[src/rtl/regfile_seq_ctrl.sv]
// regfile_seq_ctrl: multi-cycle controller for the 8x16 register-file datapath.
// Takes one instruction per start handshake and sequences the register file,
// operand registers A/B, the C result register and the status register.
// Optional build macro CTRL_HALT_EN: opcode 111 becomes a terminal HALT that
// only reset_n can leave. Without it, opcode 111 is reported as undefined.
module regfile_seq_ctrl #(
    parameter int DW = 16,
    parameter int RW = 3
) (
    input  logic          clk,
    input  logic          reset_n,
    input  logic          s,
    input  logic [DW-1:0] instr,
    output logic          w,
    output logic          err,
    output logic [RW-1:0] readnum,
    output logic [RW-1:0] writenum,
    output logic          write,
    output logic          loada,
    output logic          loadb,
    output logic          loadc,
    output logic          loads,
    output logic          asel,
    output logic          bsel,
    output logic [1:0]    vsel,
    output logic [1:0]    shift,
    output logic [1:0]    alu_op,
    output logic [DW-1:0] sximm8
);

    typedef enum logic [3:0] {
        WAIT   = 4'd0,
        DECODE = 4'd1,
        GETA   = 4'd2,
        GETB   = 4'd3,
        EXEC   = 4'd4,
        WR_REG = 4'd5,
        WR_IMM = 4'd6,
        STAT   = 4'd7
`ifdef CTRL_HALT_EN
        ,
        HALT   = 4'd8
`endif
    } state_t;

    state_t        state;
    state_t        state_next;
    logic [DW-1:0] ir;

    logic [2:0] opcode;
    logic [1:0] op;
    logic       is_mov_imm;
    logic       is_mov_reg;
    logic       is_alu;
    logic       is_cmp;
    logic       is_mvn;
    logic       is_halt;
    logic       is_defined;

    assign opcode = ir[15:13];
    assign op     = ir[12:11];

    // Instruction class decode from the registered instruction
    always_comb begin
        is_mov_imm = (opcode == 3'b110) && (op == 2'b10);
        is_mov_reg = (opcode == 3'b110) && (op == 2'b00);
        is_alu     = (opcode == 3'b101);
        is_cmp     = is_alu && (op == 2'b01);
        is_mvn     = is_alu && (op == 2'b11);
`ifdef CTRL_HALT_EN
        is_halt    = (opcode == 3'b111);
`else
        is_halt    = 1'b0;
`endif
        is_defined = is_mov_imm | is_mov_reg | is_alu | is_halt;
    end

    // State and instruction registers; the instruction is captured only on acceptance
    always_ff @(posedge clk) begin
        if (!reset_n) begin
            state <= WAIT;
            ir    <= '0;
        end else begin
            state <= state_next;
            if (state == WAIT && s)
                ir <= instr;
        end
    end

    // Next-state sequencing for each instruction path
    always_comb begin
        state_next = state;
        case (state)
            WAIT:    if (s) state_next = DECODE;
            DECODE: begin
                if (is_mov_imm)
                    state_next = WR_IMM;
                else if (is_mov_reg || is_mvn)
                    state_next = GETB;
                else if (is_alu)
                    state_next = GETA;
`ifdef CTRL_HALT_EN
                else if (is_halt)
                    state_next = HALT;
`endif
                else
                    state_next = WAIT;
            end
            GETA:    state_next = GETB;
            GETB:    state_next = is_cmp ? STAT : EXEC;
            EXEC:    state_next = WR_REG;
            WR_REG:  state_next = WAIT;
            WR_IMM:  state_next = WAIT;
            STAT:    state_next = WAIT;
`ifdef CTRL_HALT_EN
            HALT:    state_next = HALT;
`endif
            default: state_next = WAIT;
        endcase
    end

    // Moore output decode from state and the registered instruction fields
    always_comb begin
        w        = 1'b0;
        err      = 1'b0;
        readnum  = '0;
        writenum = '0;
        write    = 1'b0;
        loada    = 1'b0;
        loadb    = 1'b0;
        loadc    = 1'b0;
        loads    = 1'b0;
        asel     = 1'b0;
        bsel     = 1'b0;
        vsel     = 2'b00;
        case (state)
            WAIT:   w = 1'b1;
            DECODE: err = !is_defined;
            GETA: begin
                readnum = ir[10:8];
                loada   = 1'b1;
            end
            GETB: begin
                readnum = ir[2:0];
                loadb   = 1'b1;
            end
            EXEC: begin
                loadc = 1'b1;
                asel  = is_mov_reg | is_mvn;
            end
            WR_REG: begin
                writenum = ir[7:5];
                vsel     = 2'b00;
                write    = 1'b1;
            end
            WR_IMM: begin
                writenum = ir[10:8];
                vsel     = 2'b01;
                write    = 1'b1;
            end
            STAT:   loads = 1'b1;
            default: ;
        endcase
    end

    // Field pass-through used by the datapath regardless of state
    always_comb begin
        shift  = ir[4:3];
        alu_op = ir[12:11];
        sximm8 = {{(DW-8){ir[7]}}, ir[7:0]};
    end

endmodule

[config.mk]
export PLATFORM = sky130hd
export DESIGN_NAME = regfile_seq_ctrl
export DESIGN_NICKNAME = d
export VERILOG_FILES = /design/src/rtl/regfile_seq_ctrl.sv
export SDC_FILE = /design/constraint.sdc
export NUM_CORES = 1
export LEC_CHECK = 0
export ABC_AREA = 1
export BUFFER_PORTS_ARGS = -buffer_cell sky130_fd_sc_hd__buf_4
export CORE_MARGIN = 5
export CORE_UTILIZATION = 36
export CTS_BUF_LIST = sky130_fd_sc_hd__clkbuf_8
export DETAILED_ROUTE_END_ITERATION = 16
export PLACE_DENSITY = 0.63
export SETUP_SLACK_MARGIN = 0.3
export SLEW_MARGIN = 25
export SYNTH_ARGS = -nofsm -noshare
export SYNTH_HDL_FRONTEND = slang
export SYNTH_SLANG_ARGS = --single-unit
[constraint.sdc]
create_clock -name clk -period 2.6 [get_ports clk]
set_clock_uncertainty 0.05 [all_clocks]
set_input_delay 0.26 -clock clk [delete_from_list [all_inputs] [get_ports clk]]
set_output_delay 0.26 -clock clk [all_outputs]
set_load 0.02 [all_outputs]
==> metrics.md <==
| Metric | Value |
|---|---|
| Unrepaired setup endpoints after global routing | `no` |
| Total grt overflow | `0` |
| Row Count | `20` |
| Die Height | `65.56 um` |
| Largest net degree at the start of global routing | `28` |
| Worst Setup Start Kind | `flip-flop` |
| CP Data Arrival Time | `1.52 ns` |
| Setup Buffers After CTS | `0` |
| Antenna violations before repair | `0` |
| Synth cell types | `24` |
| Clock Sink Count | `19` |
| Post-cts hold buffer count | `0` |
| Top Ports | `56` |
| Number of synthesized register bits | `19` |
| Power Density | `511.1 mW/mm2` |
| Post-Syn Area | `0.001111 mm2` |
| Endpoints failing hold | `0` |
| Drt wl/cell | `around 12 um` |
| Leak pwr | `between 0.6 and 0.7 nW` |
| Setup_tns | `0 ns` |
| Ratio of final minimum period to clock period | `0.7043` |
| Syn Inst Count | `roughly 150` |
| Core ar. | `0.003003 mm2` |
| Syn_area_per_cell | `about 7.3 um2` |
| Via density | `approximately 4.7` |
| First-pass GRT wire length | `4284 um` |
| Routed Antenna Nets | `0` |
| Inst Count DP | `212` |
| Starting Density | `0.3700` |
| 1st-iter DRT viols | `34` |
| Fmax | `546.1 MHz` |
| Clock buffer depth | `2` |
| Peak supply drop | `about 0.42 mV` |
| Worst endpoint required time | `2.29 ns` |
| Status | `finished, final reports clean` |
| Worst hold slack | `0.2272 ns` |
| Worst-path clk slew | `about 0.070 ns` |
| TritonCTS clock tree | `done` |
| CP Class | `reg2out` |
| IO buf count | `53` |
| Max-slew violations | `0` |
| Vias in the first global route | `962` |
| Hold WC Path Type | `in2reg` |
| Post-CTS resize count | `0` |
| TritonCTS Buffers | `3` |
| Dpl hpwl | `~2200 um` |
| # Max-Cap Violations | `0` |
| CP endpoint kind | `primary output` |
| Final cell count without fillers | `216` |
| Die width | `between 60 and 70 um` |
| Layout area overhead | `25.56%` |
| Post-synthesis sequential area ratio | `0.3423` |
| Layout fillers | `316` |
| # diodes | `0` |
| Ys Warns | `0` |
| Crit Path Max Fanout | `9` |
| Fin crit period | `1.831 ns` |
| Final setup vio count | `0` |
| Core Util, Final | `0.4646` |
| Post-layout net count | `approximately 200` |
| Die area | `0.004297 mm2` |
| Layout cells sized above 1 | `0.3552` |
| Worst skew pair latency | `0.25 ns` |
| 1st-pass router iterations | `4` |
| Gr usage total | `0.1267` |
| Routed WL | `2695 um` |
| Cell chosen for the clock root | `clkbuf_8` |
| H-tree depth | `1` |
| GPL Wtd Cong | `0.9049` |
| Total number of vias | `roughly 1,000` |
| Residual DRC | `0` |
## cell usage after synthesis (all sizes together)
master | n | area, um2
buf | 26 | 200.2
a21oi | 23 | 115.1
inv | 23 | 86.33
nand2 | 20 | 98.84
dfxtp | 19 | 380.4
o21ai | 11 | 58.80
nand3 | 9 | 45.04
nor2 | 9 | 52.56
o22ai | 6 | 37.54
nor3 | 2 | 15.01
clkbuf | 1 | 3.750
conb | 1 | 3.750
nand4 | 1 | 6.260
o31ai | 1 | 7.510
## cell type report
class                           instances  area (um2)  area share
Multi-Input combinational cell         84       444.2      0.3184
Timing Repair Buffer                   53       397.9      0.2852
Sequential cell                        19       380.4      0.2726
Inverter                               23       86.33     0.06188
Clock buffer                            3       41.29     0.02960
Tap cell                               33       41.29     0.02960
Clock inverter                          1       3.754    0.002691
## final timing paths
kind	startpoint	endpoint	slack, ns	depth (start not counted)
worst min-delay path	instr[10]	ir[10]$_SDFFE_PN0P_	0.23	3
worst max-delay path	state[2]$_SDFFE_PN0P_	readnum[0]	0.77	6
worst min register to register	ir[5]$_SDFFE_PN0P_	ir[5]$_SDFFE_PN0P_	0.43	2
worst max register to register	state[2]$_SDFFE_PN0P_	state[0]$_SDFFE_PN0P_	1.18	7
## state kept, by name, indices dropped and copies added, names as in the netlist
signal	cells
ir	16
state	3
## metrics by stage
step | cell area, um2 | setup WS [ns] | power [W]
2_1_floorplan | 1115 | 1.007 | 0.0004850
3_3_place_gp | 1350 | 1.125 | 0.0005205
3_5_place_dp | 1350 | 1.055 | 0.0005234
4_1_cts | 1395 | 0.7642 | 0.0007254
5_1_grt | 1395 | 0.6536 | 0.0007527
6_report | 1395 | 0.7687 | 0.0007131
## report_power, final
group          leakage [nW]  internal, W  switching (W)
combinational         0.497    0.0000763       0.000107
clock                0.0269     0.000105      0.0000934
sequential            0.157     0.000314      0.0000182
## cells by family (layout without fill, tap and decap cells)
kind of cell | Yosys count | count (layout) | share of synthesized area
buf+inv | 50 | 80 | 0.2613
compound gates | 41 | 41 | 0.1971
simple gates | 41 | 41 | 0.1959
flops | 19 | 19 | 0.3423
other cells | 1 | 2 | 0.003375
## placed cells by master, fill, tap and decap left out
master / instances
a21oi_1: 23
buf_4: 53
clkbuf_8: 3
conb_1: 2
dfxtp_1: 19
inv_1: 21
inv_2: 3
nand2_1: 18
nand2_4: 1
nand2_8: 1
nand3_1: 9
nand4_1: 1
nor2_1: 7
nor2_2: 1
nor2_8: 1
nor3_1: 1
nor3_2: 1
o21ai_0: 7
o21ai_1: 3
o21ai_2: 1
o22ai_1: 6
o31ai_1: 1
## worst max-delay path, cell delays in order, from the launching register on
cell,delay [ns]
dfxtp_1,0.59
inv_1,0.11
nand2_1,0.14
inv_1,0.05
nand2_1,0.12
o22ai_1,0.10
buf_4,0.16
## per-layer routing
metal | global-route usage | share of wire | vias to the layer above | wire length [um]
met4 | 0.01554 | 0.0052 | 0 | 14
li1 | - | - | 529 | -
met3 | 0.05299 | 0.081 | 2 | 219
met2 | 0.2212 | 0.49 | 37 | 1328
met5 | 0 | 0 | - | 0
met1 | 0.1478 | 0.42 | 451 | 1133
Power figures use the tool's default switching activity.
